<file path="config.mk">
export PLATFORM = sky130hd
export DESIGN_NAME = sram_bist_flat
export DESIGN_NICKNAME = d
export VERILOG_FILES = /design/src/rtl/sram_bist_pkg.sv /design/src/rtl/sram_bist_if.sv /design/src/rtl/sram_bist_cmp_pipe.sv /design/src/rtl/sram_bist.sv /design/src/flat_wrapper.sv
export SDC_FILE = /design/constraint.sdc
export NUM_CORES = 1
export LEC_CHECK = 0
export CELL_PAD_IN_SITES_DETAIL_PLACEMENT = 1
export CELL_PAD_IN_SITES_GLOBAL_PLACEMENT = 1
export CORE_MARGIN = 8
export CORE_UTILIZATION = 43
export CTS_CLUSTER_SIZE = 24
export DETAILED_ROUTE_END_ITERATION = 6
export GPL_TIMING_DRIVEN = 0
export HOLD_SLACK_MARGIN = 0.06
export PLACE_DENSITY_LB_ADDON = 0.1
export SYNTH_ARGS = -nofsm -noshare
export SYNTH_HDL_FRONTEND = slang
export SYNTH_SLANG_ARGS = --single-unit
</file>
<file path="constraint.sdc">
create_clock -name clock -period 3.8 [get_ports clock]
set_clock_uncertainty 0.15 [all_clocks]
set_input_delay 0.76 -clock clock [delete_from_list [all_inputs] [get_ports clock]]
set_output_delay 0.76 -clock clock [all_outputs]
set_load 0.1 [all_outputs]
</file>
<file path="src/rtl/sram_bist_pkg.sv">
// Shared types and constants for the SRAM march self-test sequencer.
package sram_bist_pkg;

  typedef enum logic [2:0] {
    S_IDLE,
    S_WR0,
    S_RD0,
    S_WR1,
    S_RD1,
    S_DRAIN,
    S_DONE
  } state_t;

  localparam logic [1:0] PH_WR0 = 2'd0;
  localparam logic [1:0] PH_RD0 = 2'd1;
  localparam logic [1:0] PH_WR1 = 2'd2;
  localparam logic [1:0] PH_RD1 = 2'd3;

  localparam int unsigned         ERR_W   = 8;
  localparam logic [ERR_W-1:0]    ERR_MAX = 8'd255;

endpackage

</file>
<file path="src/rtl/sram_bist_if.sv">
// Request/response port between the BIST sequencer and the sramtest wrapper.
interface sram_bist_if #(
  parameter int DATA_WIDTH  = 4,
  parameter int ADDR_WIDTH  = 6,
  parameter int WMASK_WIDTH = 2
);
  logic                   we;
  logic [WMASK_WIDTH-1:0] wmask;
  logic [ADDR_WIDTH-1:0]  addr;
  logic [DATA_WIDTH-1:0]  din;
  logic [DATA_WIDTH-1:0]  dout;

  modport master (output we, wmask, addr, din, input dout);
  modport slave  (input we, wmask, addr, din, output dout);
endinterface

</file>
<file path="src/rtl/sram_bist_cmp_pipe.sv">
// Read-expectation delay line; compares the emerging entry against SRAM dout.
module bist_cmp_pipe #(
  parameter int DATA_WIDTH   = 4,
  parameter int ADDR_WIDTH   = 6,
  parameter int READ_LATENCY = 2
) (
  input  logic                  clock,
  input  logic                  reset,
  input  logic                  push,
  input  logic [DATA_WIDTH-1:0] expected,
  input  logic [ADDR_WIDTH-1:0] addr,
  input  logic [DATA_WIDTH-1:0] dout,
  output logic                  mismatch,
  output logic [ADDR_WIDTH-1:0] mismatch_addr
);

  logic [READ_LATENCY-1:0] vld_q;
  logic [DATA_WIDTH-1:0]   exp_q  [READ_LATENCY];
  logic [ADDR_WIDTH-1:0]   addr_q [READ_LATENCY];

  always_ff @(posedge clock or posedge reset) begin
    if (reset) begin
      vld_q <= '0;
      for (int unsigned i = 0; i < READ_LATENCY; i++) begin
        exp_q[i]  <= '0;
        addr_q[i] <= '0;
      end
    end else begin
      vld_q[0]  <= push;
      exp_q[0]  <= expected;
      addr_q[0] <= addr;
      for (int unsigned i = 1; i < READ_LATENCY; i++) begin
        vld_q[i]  <= vld_q[i-1];
        exp_q[i]  <= exp_q[i-1];
        addr_q[i] <= addr_q[i-1];
      end
    end
  end

  always_comb begin
    mismatch      = vld_q[READ_LATENCY-1] && (dout != exp_q[READ_LATENCY-1]);
    mismatch_addr = addr_q[READ_LATENCY-1];
  end

endmodule

</file>
<file path="src/rtl/sram_bist.sv">
// Four-phase write/read-back march over the full SRAM address range.
module sram_bist
  import sram_bist_pkg::*;
#(
  parameter int DATA_WIDTH   = 4,
  parameter int ADDR_WIDTH   = 6,
  parameter int WMASK_WIDTH  = 2,
  parameter int READ_LATENCY = 2
) (
  input  logic                  clock,
  input  logic                  reset,
  input  logic                  start,
  input  logic [DATA_WIDTH-1:0] pattern,
  output logic                  busy,
  output logic                  done,
  output logic                  pass,
  output logic [ERR_W-1:0]      err_count,
  output logic [ADDR_WIDTH-1:0] fail_addr,
  sram_bist_if.master           sram
);

  localparam int unsigned DCW = (READ_LATENCY > 1) ? $clog2(READ_LATENCY) : 1;
  localparam logic [DCW-1:0]        DRAIN_LAST = DCW'(READ_LATENCY - 1);
  localparam logic [ADDR_WIDTH-1:0] ADDR_LAST  = '1;

  state_t                 state_q, nxt;
  logic [1:0]             phase_q, phase_n;
  logic [DCW-1:0]         drain_q, drain_n;
  logic [ADDR_WIDTH-1:0]  addr_q, addr_n;
  logic [DATA_WIDTH-1:0]  pat_q, pat_n;
  logic [DATA_WIDTH-1:0]  din_q, din_n;
  logic [WMASK_WIDTH-1:0] mask_q, mask_n;
  logic                   we_q, we_n;
  logic                   busy_q, busy_n, done_q, done_n, pass_q, pass_n;
  logic [ERR_W-1:0]       err_q, err_n;
  logic [ADDR_WIDTH-1:0]  fail_q, fail_n;
  logic                   first_q, first_n;
  logic                   accept, push;
  logic [DATA_WIDTH-1:0]  exp_n;
  logic                   mismatch;
  logic [ADDR_WIDTH-1:0]  mismatch_addr;

  bist_cmp_pipe #(
    .DATA_WIDTH   (DATA_WIDTH),
    .ADDR_WIDTH   (ADDR_WIDTH),
    .READ_LATENCY (READ_LATENCY)
  ) u_cmp (
    .clock         (clock),
    .reset         (reset),
    .push          (push),
    .expected      (exp_n),
    .addr          (addr_n),
    .dout          (sram.dout),
    .mismatch      (mismatch),
    .mismatch_addr (mismatch_addr)
  );

  always_ff @(posedge clock or posedge reset) begin
    if (reset) begin
      state_q <= S_IDLE;
      phase_q <= PH_WR0;
      drain_q <= '0;
      addr_q  <= '0;
      pat_q   <= '0;
      din_q   <= '0;
      mask_q  <= '0;
      we_q    <= 1'b0;
      busy_q  <= 1'b0;
      done_q  <= 1'b0;
      pass_q  <= 1'b0;
      err_q   <= '0;
      fail_q  <= '0;
      first_q <= 1'b0;
    end else begin
      state_q <= nxt;
      phase_q <= phase_n;
      drain_q <= drain_n;
      addr_q  <= addr_n;
      pat_q   <= pat_n;
      din_q   <= din_n;
      mask_q  <= mask_n;
      we_q    <= we_n;
      busy_q  <= busy_n;
      done_q  <= done_n;
      pass_q  <= pass_n;
      err_q   <= err_n;
      fail_q  <= fail_n;
      first_q <= first_n;
    end
  end

  // Request outputs are decoded from the next state so they leave as registers
  // on the same edge the state advances.
  always_comb begin
    nxt     = state_q;
    phase_n = phase_q;
    drain_n = drain_q;
    addr_n  = addr_q;
    pat_n   = pat_q;
    accept  = 1'b0;

    case (state_q)
      S_IDLE, S_DONE: begin
        if (start) begin
          accept  = 1'b1;
          nxt     = S_WR0;
          phase_n = PH_WR0;
          addr_n  = '0;
          pat_n   = pattern;
        end
      end
      S_WR0, S_RD0: begin
        if (addr_q == ADDR_LAST) begin
          nxt     = S_DRAIN;
          drain_n = '0;
        end else begin
          addr_n = addr_q + ADDR_WIDTH'(1);
        end
      end
      S_WR1, S_RD1: begin
        if (addr_q == '0) begin
          nxt     = S_DRAIN;
          drain_n = '0;
        end else begin
          addr_n = addr_q - ADDR_WIDTH'(1);
        end
      end
      S_DRAIN: begin
        if (drain_q == DRAIN_LAST) begin
          case (phase_q)
            PH_WR0:  begin nxt = S_RD0; phase_n = PH_RD0; addr_n = '0;        end
            PH_RD0:  begin nxt = S_WR1; phase_n = PH_WR1; addr_n = ADDR_LAST; end
            PH_WR1:  begin nxt = S_RD1; phase_n = PH_RD1; addr_n = ADDR_LAST; end
            default: begin nxt = S_DONE;                  addr_n = '0;        end
          endcase
        end else begin
          drain_n = drain_q + DCW'(1);
        end
      end
      default: nxt = S_IDLE;
    endcase

    we_n   = (nxt == S_WR0) || (nxt == S_WR1);
    din_n  = (nxt == S_WR0) ? pat_n : ((nxt == S_WR1) ? ~pat_n : '0);
    mask_n = we_n ? '1 : '0;
    push   = (nxt == S_RD0) || (nxt == S_RD1);
    exp_n  = (nxt == S_RD1) ? ~pat_n : pat_n;
    busy_n = !((nxt == S_IDLE) || (nxt == S_DONE));
    done_n = (nxt == S_DONE);

    err_n   = err_q;
    fail_n  = fail_q;
    first_n = first_q;
    if (mismatch) begin
      if (err_q != ERR_MAX) err_n = err_q + ERR_W'(1);
      if (!first_q) begin
        first_n = 1'b1;
        fail_n  = mismatch_addr;
      end
    end
    if (accept) begin
      err_n   = '0;
      fail_n  = '0;
      first_n = 1'b0;
    end
    pass_n = done_n && (err_n == '0);
  end

  assign sram.we    = we_q;
  assign sram.wmask = mask_q;
  assign sram.addr  = addr_q;
  assign sram.din   = din_q;
  assign busy       = busy_q;
  assign done       = done_q;
  assign pass       = pass_q;
  assign err_count  = err_q;
  assign fail_addr  = fail_q;

endmodule

</file>
<file path="src/flat_wrapper.sv">
// flat-port wrapper written by rule: the top's interface ports become plain ports
module sram_bist_flat import sram_bist_pkg::*;
#(
  parameter int DATA_WIDTH   = 4,
  parameter int ADDR_WIDTH   = 6,
  parameter int WMASK_WIDTH  = 2,
  parameter int READ_LATENCY = 2
)
  (clock, reset, start, pattern, busy, done, pass, err_count, fail_addr, sram_we, sram_wmask, sram_addr, sram_din, sram_dout);
  sram_bist_if #(.DATA_WIDTH(DATA_WIDTH), .ADDR_WIDTH(ADDR_WIDTH), .WMASK_WIDTH(WMASK_WIDTH)) sram_i ();
  input  logic clock;
  input  logic reset;
  input  logic start;
  input  logic [DATA_WIDTH-1:0] pattern;
  output logic busy;
  output logic done;
  output logic pass;
  output logic [ERR_W-1:0] err_count;
  output logic [ADDR_WIDTH-1:0] fail_addr;
  output wire logic [$bits(sram_i.we)-1:0] sram_we;
  output wire logic [$bits(sram_i.wmask)-1:0] sram_wmask;
  output wire logic [$bits(sram_i.addr)-1:0] sram_addr;
  output wire logic [$bits(sram_i.din)-1:0] sram_din;
  input wire logic [$bits(sram_i.dout)-1:0] sram_dout;
  assign sram_we = sram_i.we;
  assign sram_wmask = sram_i.wmask;
  assign sram_addr = sram_i.addr;
  assign sram_din = sram_i.din;
  assign sram_i.dout = sram_dout;
  sram_bist #(.DATA_WIDTH(DATA_WIDTH), .ADDR_WIDTH(ADDR_WIDTH), .WMASK_WIDTH(WMASK_WIDTH), .READ_LATENCY(READ_LATENCY)) u_core (.clock(clock), .reset(reset), .start(start), .pattern(pattern), .busy(busy), .done(done), .pass(pass), .err_count(err_count), .fail_addr(fail_addr), .sram(sram_i));
endmodule
</file>
==> results.json, run 1 <==
{
  "core_sq_mm": 0.006719,
  "cp.required_ps": 3840,
  "drv_cap": 0,
  "firstDrtPassIters": 4,
  "grt_pass1_wl_um": 12220,
  "end_kind": "register",
  "crit_fanout": 10,
  "critPathMaxStageDelay_ps": 490,
  "timing.fmax_ghz": 0.3102,
  "tightest_slew_ps": 992.5,
  "async_flop_share": 1.000,
  "synth_area_sq_mm": 0.002945,
  "io-pin-count": 41,
  "clkTransAtPathRegs_ps": 100,
  "synth_edf_count": 0,
  "rsz0062_at_grt": "no",
  "hp-start": "u_core.u_cmp.vld_q[0]",
  "layout.cells.non_filler": 418,
  "gr-total-overflow": 0,
  "startpoint": "u_core.state_q[0]",
  "netlist.top_cell.by_area": "dfrtp_1",
  "layout_setup_ws_ps": 575.9,
  "leakage_nw": 1.536,
  "synth_top_area_frac": 0.4673,
  "layout.nets": 358,
  "die_y_um": 98.76,
  "cp_cell_sequence": "buf_2 -> clkbuf_1 -> nor2_1 -> a21oi_1 -> inv_1 -> ha_1 -> nand2_1 -> o21ai_0 -> or4_1 -> nand3_1 -> mux2i_1 -> nand3_1",
  "clk_latency_ps": 310,
  "fin_crit_sh": 0.8485,
  "status": "completed",
  "ys_seq_area_frac": 0.4673,
  "cts_max_path_buffers": 2,
  "worstSetupPathType": "register to register",
  "nFillCells": 764,
  "start_util": 0.4384,
  "ys_seq_elements": 55,
  "final_core_util": 0.5331,
  "remaining_drc_errors": 0,
  "synth_warnings": 0,
  "clkSinkCount": 55,
  "syn_inst": 289,
  "max_slew_margin": 0.3362,
  "critPathSlowestCell": "or4_1",
  "cp.buffers_inverters": 3,
  "syn_avg_cell_area_sq_um": 10.19,
  "ys_types": 64,
  "core.rowCount": 30,
  "drt_iter0_markers": 62,
  "finalSetupTns_ps": 0,
  "final_cell_mix": "dfrtp_1, clkdlybuf4s50_1, nor2_1",
  "routabilityCongestion": 0.8182,
  "grt_pass1_vias": 2487,
  "place_hpwl_um": 5356,
  "hold_path_class": "register to register",
  "synthTopCellsByArea": "dfrtp_1, mux2i_1, ha_1",
  "cts-root-buf": "clkbuf_8",
  "routedWlPerCell_um": 16.97,
  "antenna_found_initial": 0,
  "power_density_mw_per_mm2": 928.6,
  "syn_to_final_growth_pct": 21.62,
  "port-buffer-count": 40,
  "die_area_sq_mm": 0.009754,
  "maxSlewViolCount": 0,
  "viasPerCell": 5.555,
  "cp-start-kind": "register",
  "cts_tree": "yes",
  "detail-route-antenna-nets": 0,
  "finalSetupViolCount": 0,
  "hold_viol": 0,
  "cts_made_buffers": 5,
  "hold_buffers": 0,
  "mostFrequentLayoutCell": "dfrtp_1",
  "post_cts_resize_count": 0,
  "wl_um": 7095,
  "period_needed_ps": 3224,
  "grtUsageTotal": 0.1523,
  "syn_nets": 310,
  "pre_cts_slack_ps": 589.6,
  "ys.flop_type": "dfrtp_1",
  "dieWidth_um": 98.76,
  "htreeDepth": 2,
  "cts_setup_buffers": 0,
  "cp.arrival_ps": 3270,
  "dp_cells": 410,
  "n_antenna_cell": 0,
  "drive_gt1_frac": 0.09763,
  "ir_worst_vdd_uv": 724.1,
  "regToRegStartpoint": "u_core.state_q[0]",
  "num_vias": 2322,
  "critical_path.top_delay_family": "simple AND/OR/NAND/NOR gates",
  "grt_max_degree": 36,
  "cpMostUsedCell": "nand3_1"
}
[cells by family (layout without fill, tap and decap cells)]
logic type / after synthesis / in the layout / share of synthesized area
xor gates and xnor gates: 22 / 22 / 0.06542
AOI/OAI and AO/OA: 54 / 54 / 0.1368
and+or+nand+nor: 97 / 97 / 0.1788
DFF: 55 / 55 / 0.4673
adders and majority gates: 10 / 10 / 0.04248
buffers and inverters: 35 / 84 / 0.05225
muxes: 16 / 16 / 0.05692
[per-stage QoR]
| stage | total power, mW | hold slack (ps) | instance area, sq um |
|---|---|---|---|
| final | 3.327 | 211.0 | 3582 |
| after CTS | 3.366 | 216.7 | 3582 |
| after global placement | 2.896 | 182.5 | 3446 |
| after detailed placement | 2.954 | 191.8 | 3466 |
| after floorplan | 2.486 | 181.2 | 2945 |
| after global routing | 3.554 | 225.5 | 3582 |
[flip-flops by register name, indices dropped and copies added, names as in the netlist]
name,cells
u_core.busy,1
u_core.done,1
u_core.drain_q,1
u_core.err_count,8
u_core.fail_addr,6
u_core.first_q,1
u_core.pass,1
u_core.pat_q,4
u_core.phase_q,2
u_core.sram.addr,6
u_core.sram.din,4
u_core.sram.wmask,1
u_core.state_q,3
u_core.u_cmp.exp_q,8
u_core.u_cmp.mismatch_addr,6
u_core.u_cmp.vld_q,2
[metal layers]
metal  track usage  part of all wire  up-vias
met3       0.02537             0.034        5
met2        0.2749              0.52       32
met5             0                 0        -
met4       0.04250             0.011        0
li1              -                 -     1119
met1        0.1801              0.44     1166
[area by class of cell]
class,instances,area [sq um],area share
plain buffers,17,86.33,0.02410
clock buffers,5,68.82,0.01921
clock inverters,3,47.55,0.01327
inverters,18,67.56,0.01886
multi-input cells,199,1415,0.3950
flip-flops and latches,55,1376,0.3842
well taps,80,100.1,0.02794
repair buffers,41,420.4,0.1174
[power breakdown]
group	internal (mW)	switching, mW
logic	0.635	1.34
registers	0.801	0.157
clock network	0.200	0.197
total	1.64	1.69
[final timing paths]
| path | end | slack (ps) | cells past startpoint |
|---|---|---|---|
| worst max-delay path | u_core.sram.addr[5] | 580 | 12 |
| min in group asynchronous | u_core.u_cmp.exp_q[0] | 620 | 2 |
| worst min register to register | u_core.u_cmp.vld_q[1] | 210 | 0 |
| max in group asynchronous | u_core.u_cmp.mismatch_addr[2] | 2330 | 3 |
| worst max register to register | u_core.sram.addr[5] | 580 | 12 |
| worst min-delay path | u_core.u_cmp.vld_q[1] | 210 | 0 |
[cell usage after synthesis, drive strengths merged (8+ instances only)]
| library cell | number |
|---|---|
| xor2 | 9 |
| nand2 | 10 |
| nand3 | 9 |
| ha | 10 |
| nor2 | 33 |
| o21ai | 15 |
| xnor2 | 13 |
| dfrtp | 55 |
| mux2i | 13 |
| buf | 10 |
| inv | 18 |
| nor3 | 8 |
No activity file was read; power rests on OpenSTA's default activity.
==> inputs of run 2 (changes only) <==
--- a/config.mk
+++ b/config.mk
@@ -8,7 +8,7 @@
 export CELL_PAD_IN_SITES_DETAIL_PLACEMENT = 1
 export CELL_PAD_IN_SITES_GLOBAL_PLACEMENT = 1
 export CORE_MARGIN = 8
-export CORE_UTILIZATION = 43
+export CORE_UTILIZATION = 38
 export CTS_CLUSTER_SIZE = 24
 export DETAILED_ROUTE_END_ITERATION = 6
 export GPL_TIMING_DRIVEN = 0
==> constraint.sdc (replaced) <==
create_clock -name clock -period 2.75 [get_ports clock]
set_clock_uncertainty 0.15 [all_clocks]
set_input_delay 0.55 -clock clock [delete_from_list [all_inputs] [get_ports clock]]
set_output_delay 0.55 -clock clock [all_outputs]
set_load 0.1 [all_outputs]
==> run 2 against run 1 <==
  * Clock power increased by 30%
  * Routed wire length increased by 1.5%
  * Sequential power increased by 38%
  * Setup slack got worse by 520 ps
  * Sequential cell count unchanged
  * Combinational power increased by 45%
  * Worst hold slack got worse by 5.0 ps
  * Utilization decreased by 4.8 points
  * Critical path type is now register to primary output
==> results.json, run 2 (synthesis gave the netlist of run 1 again) <==
{
  "status": "completed",
  "io-pin-count": 41,
  "grt_pass1_wl_um": 12180,
  "hold_buffers": 0,
  "mostFrequentLayoutCell": "dfrtp_1",
  "drt_iter0_markers": 50,
  "wl_um": 7204,
  "die_area_sq_mm": 0.01082,
  "drive_gt1_frac": 0.1217,
  "cp.required_ps": 2050,
  "grtUsageTotal": 0.1348,
  "ir_worst_vdd_uv": 1106,
  "finalSetupViolCount": 0,
  "hold_viol": 0,
  "remaining_drc_errors": 0,
  "port-buffer-count": 40,
  "rsz0062_at_grt": "yes",
  "cts_max_path_buffers": 2,
  "critical_path.top_delay_family": "buffers and inverters",
  "detail-route-antenna-nets": 0,
  "die_y_um": 104.0,
  "crit_fanout": 7,
  "grt_max_degree": 31,
  "routabilityCongestion": 0.7735,
  "layout.nets": 358,
  "max_slew_margin": 0.3348,
  "grt_pass1_vias": 2457,
  "tightest_slew_ps": 994.7,
  "hold_path_class": "register to register",
  "power_density_mw_per_mm2": 1272,
  "start_util": 0.3872,
  "ff_latch_area_sq_mm": 0.001376,
  "dieWidth_um": 104.0,
  "cp_cell_sequence": "clkdlybuf4s50_1",
  "cp.buffers_inverters": 1,
  "place_hpwl_um": 5366,
  "final_cell_mix": "dfrtp_1, clkdlybuf4s50_1, nor2_1",
  "multi_input_area_sq_mm": 0.001465,
  "core.rowCount": 32,
  "cts-root-buf": "clkbuf_8",
  "htreeDepth": 2,
  "worstSetupPathType": "register to primary output",
  "cp.arrival_ps": 2000,
  "firstDrtPassIters": 4,
  "gr-total-overflow": 0,
  "core_sq_mm": 0.007607,
  "cts_tree": "yes",
  "num_vias": 2303,
  "leakage_nw": 1.576,
  "clkTransAtPathRegs_ps": 100,
  "holdWs_ps": 206.0,
  "drv_cap": 0,
  "clk_latency_ps": 300,
  "maxSlewViolCount": 0,
  "cts_made_buffers": 5,
  "critPathMaxStageDelay_ps": 1200,
  "fin_crit_sh": 0.9807,
  "n_antenna_cell": 0,
  "antenna_found_initial": 0,
  "pre_cts_slack_ps": -472.4,
  "timing.fmax_ghz": 0.3708,
  "viasPerCell": 5.246,
  "layout_setup_ws_ps": 53.08,
  "cp-start-kind": "register",
  "end_kind": "primary output",
  "clkSinkCount": 55,
  "critPathSlowestCell": "clkdlybuf4s50_1",
  "period_needed_ps": 2697,
  "nFillCells": 882,
  "routedWlPerCell_um": 16.41,
  "syn_to_final_growth_pct": 25.23
}
run 2: changes by cell type in the layout (fill, tap and decap cells not counted), sizes merged:
cell	delta
clkinv	-1
clkdlybuf4s50	-4
clkbuf	-1
clkinvlp	+1
dlymetal6s2s	+3
dlygate4sd2	+1
buf	+1
inv	-1
run 2: power breakdown:
group | switching (mW) | internal [mW] | total [mW]
Combinational | 1.90 | 0.956 | 2.85
Sequential | 0.215 | 1.11 | 1.32
Clock | 0.251 | 0.266 | 0.517
Total | 2.36 | 2.33 | 4.69
run 2: metrics by stage:
step	utilization	setup TNS (ps)	power (mW)	cells	cell area [sq um]
final	0.4849	0	4.692	439	3689
after global routing	0.4849	-17.34	4.998	439	3689
after CTS	0.4785	-39.56	4.669	439	3640
after detailed placement	0.4597	-769.2	4.086	432	3497
after global placement	0.4571	-18500	4.043	431	3477
after floorplan	-	0	3.438	289	2949
run 2: layer usage:
| metal | wire (um) | track usage |
|---|---|---|
| met1 | 3335 | 0.1630 |
| met4 | 78 | 0.04343 |
| met5 | 0 | 0 |
| met2 | 3652 | 0.2388 |
| met3 | 138 | 0.02045 |
run 2: worst paths after layout:
kind	depth (start not counted)	start	end	slack [ps]
worst max-delay path	1	u_core.err_count[4]	err_count[4]	50
worst min-delay path	0	u_core.u_cmp.exp_q[6]	u_core.u_cmp.exp_q[2]	210
worst max register to register	11	u_core.state_q[1]	u_core.sram.addr[5]	80
worst min register to register	0	u_core.u_cmp.exp_q[6]	u_core.u_cmp.exp_q[2]	210
max in group asynchronous	3	reset	u_core.sram.addr[3]	1370
min in group asynchronous	2	reset	u_core.err_count[4]	520
run 2: area by class of cell:
cell class,instances,area share
Multi-Input combinational cell,199,0.3972
Sequential cell,55,0.3731
Timing Repair Buffer,42,0.1177
Tap cell,102,0.03460
Buffer,16,0.03019
Clock buffer,5,0.01866
Inverter,18,0.01832
Clock inverter,2,0.01018
run 2: timing repair:
item | CTS | global route
gates resized for setup | 12 | 13
gates cloned | 0 | 0
endpoints found under the setup margin | 5 | 2
pin swaps | 1 | 0
setup buffers | 1 | 0
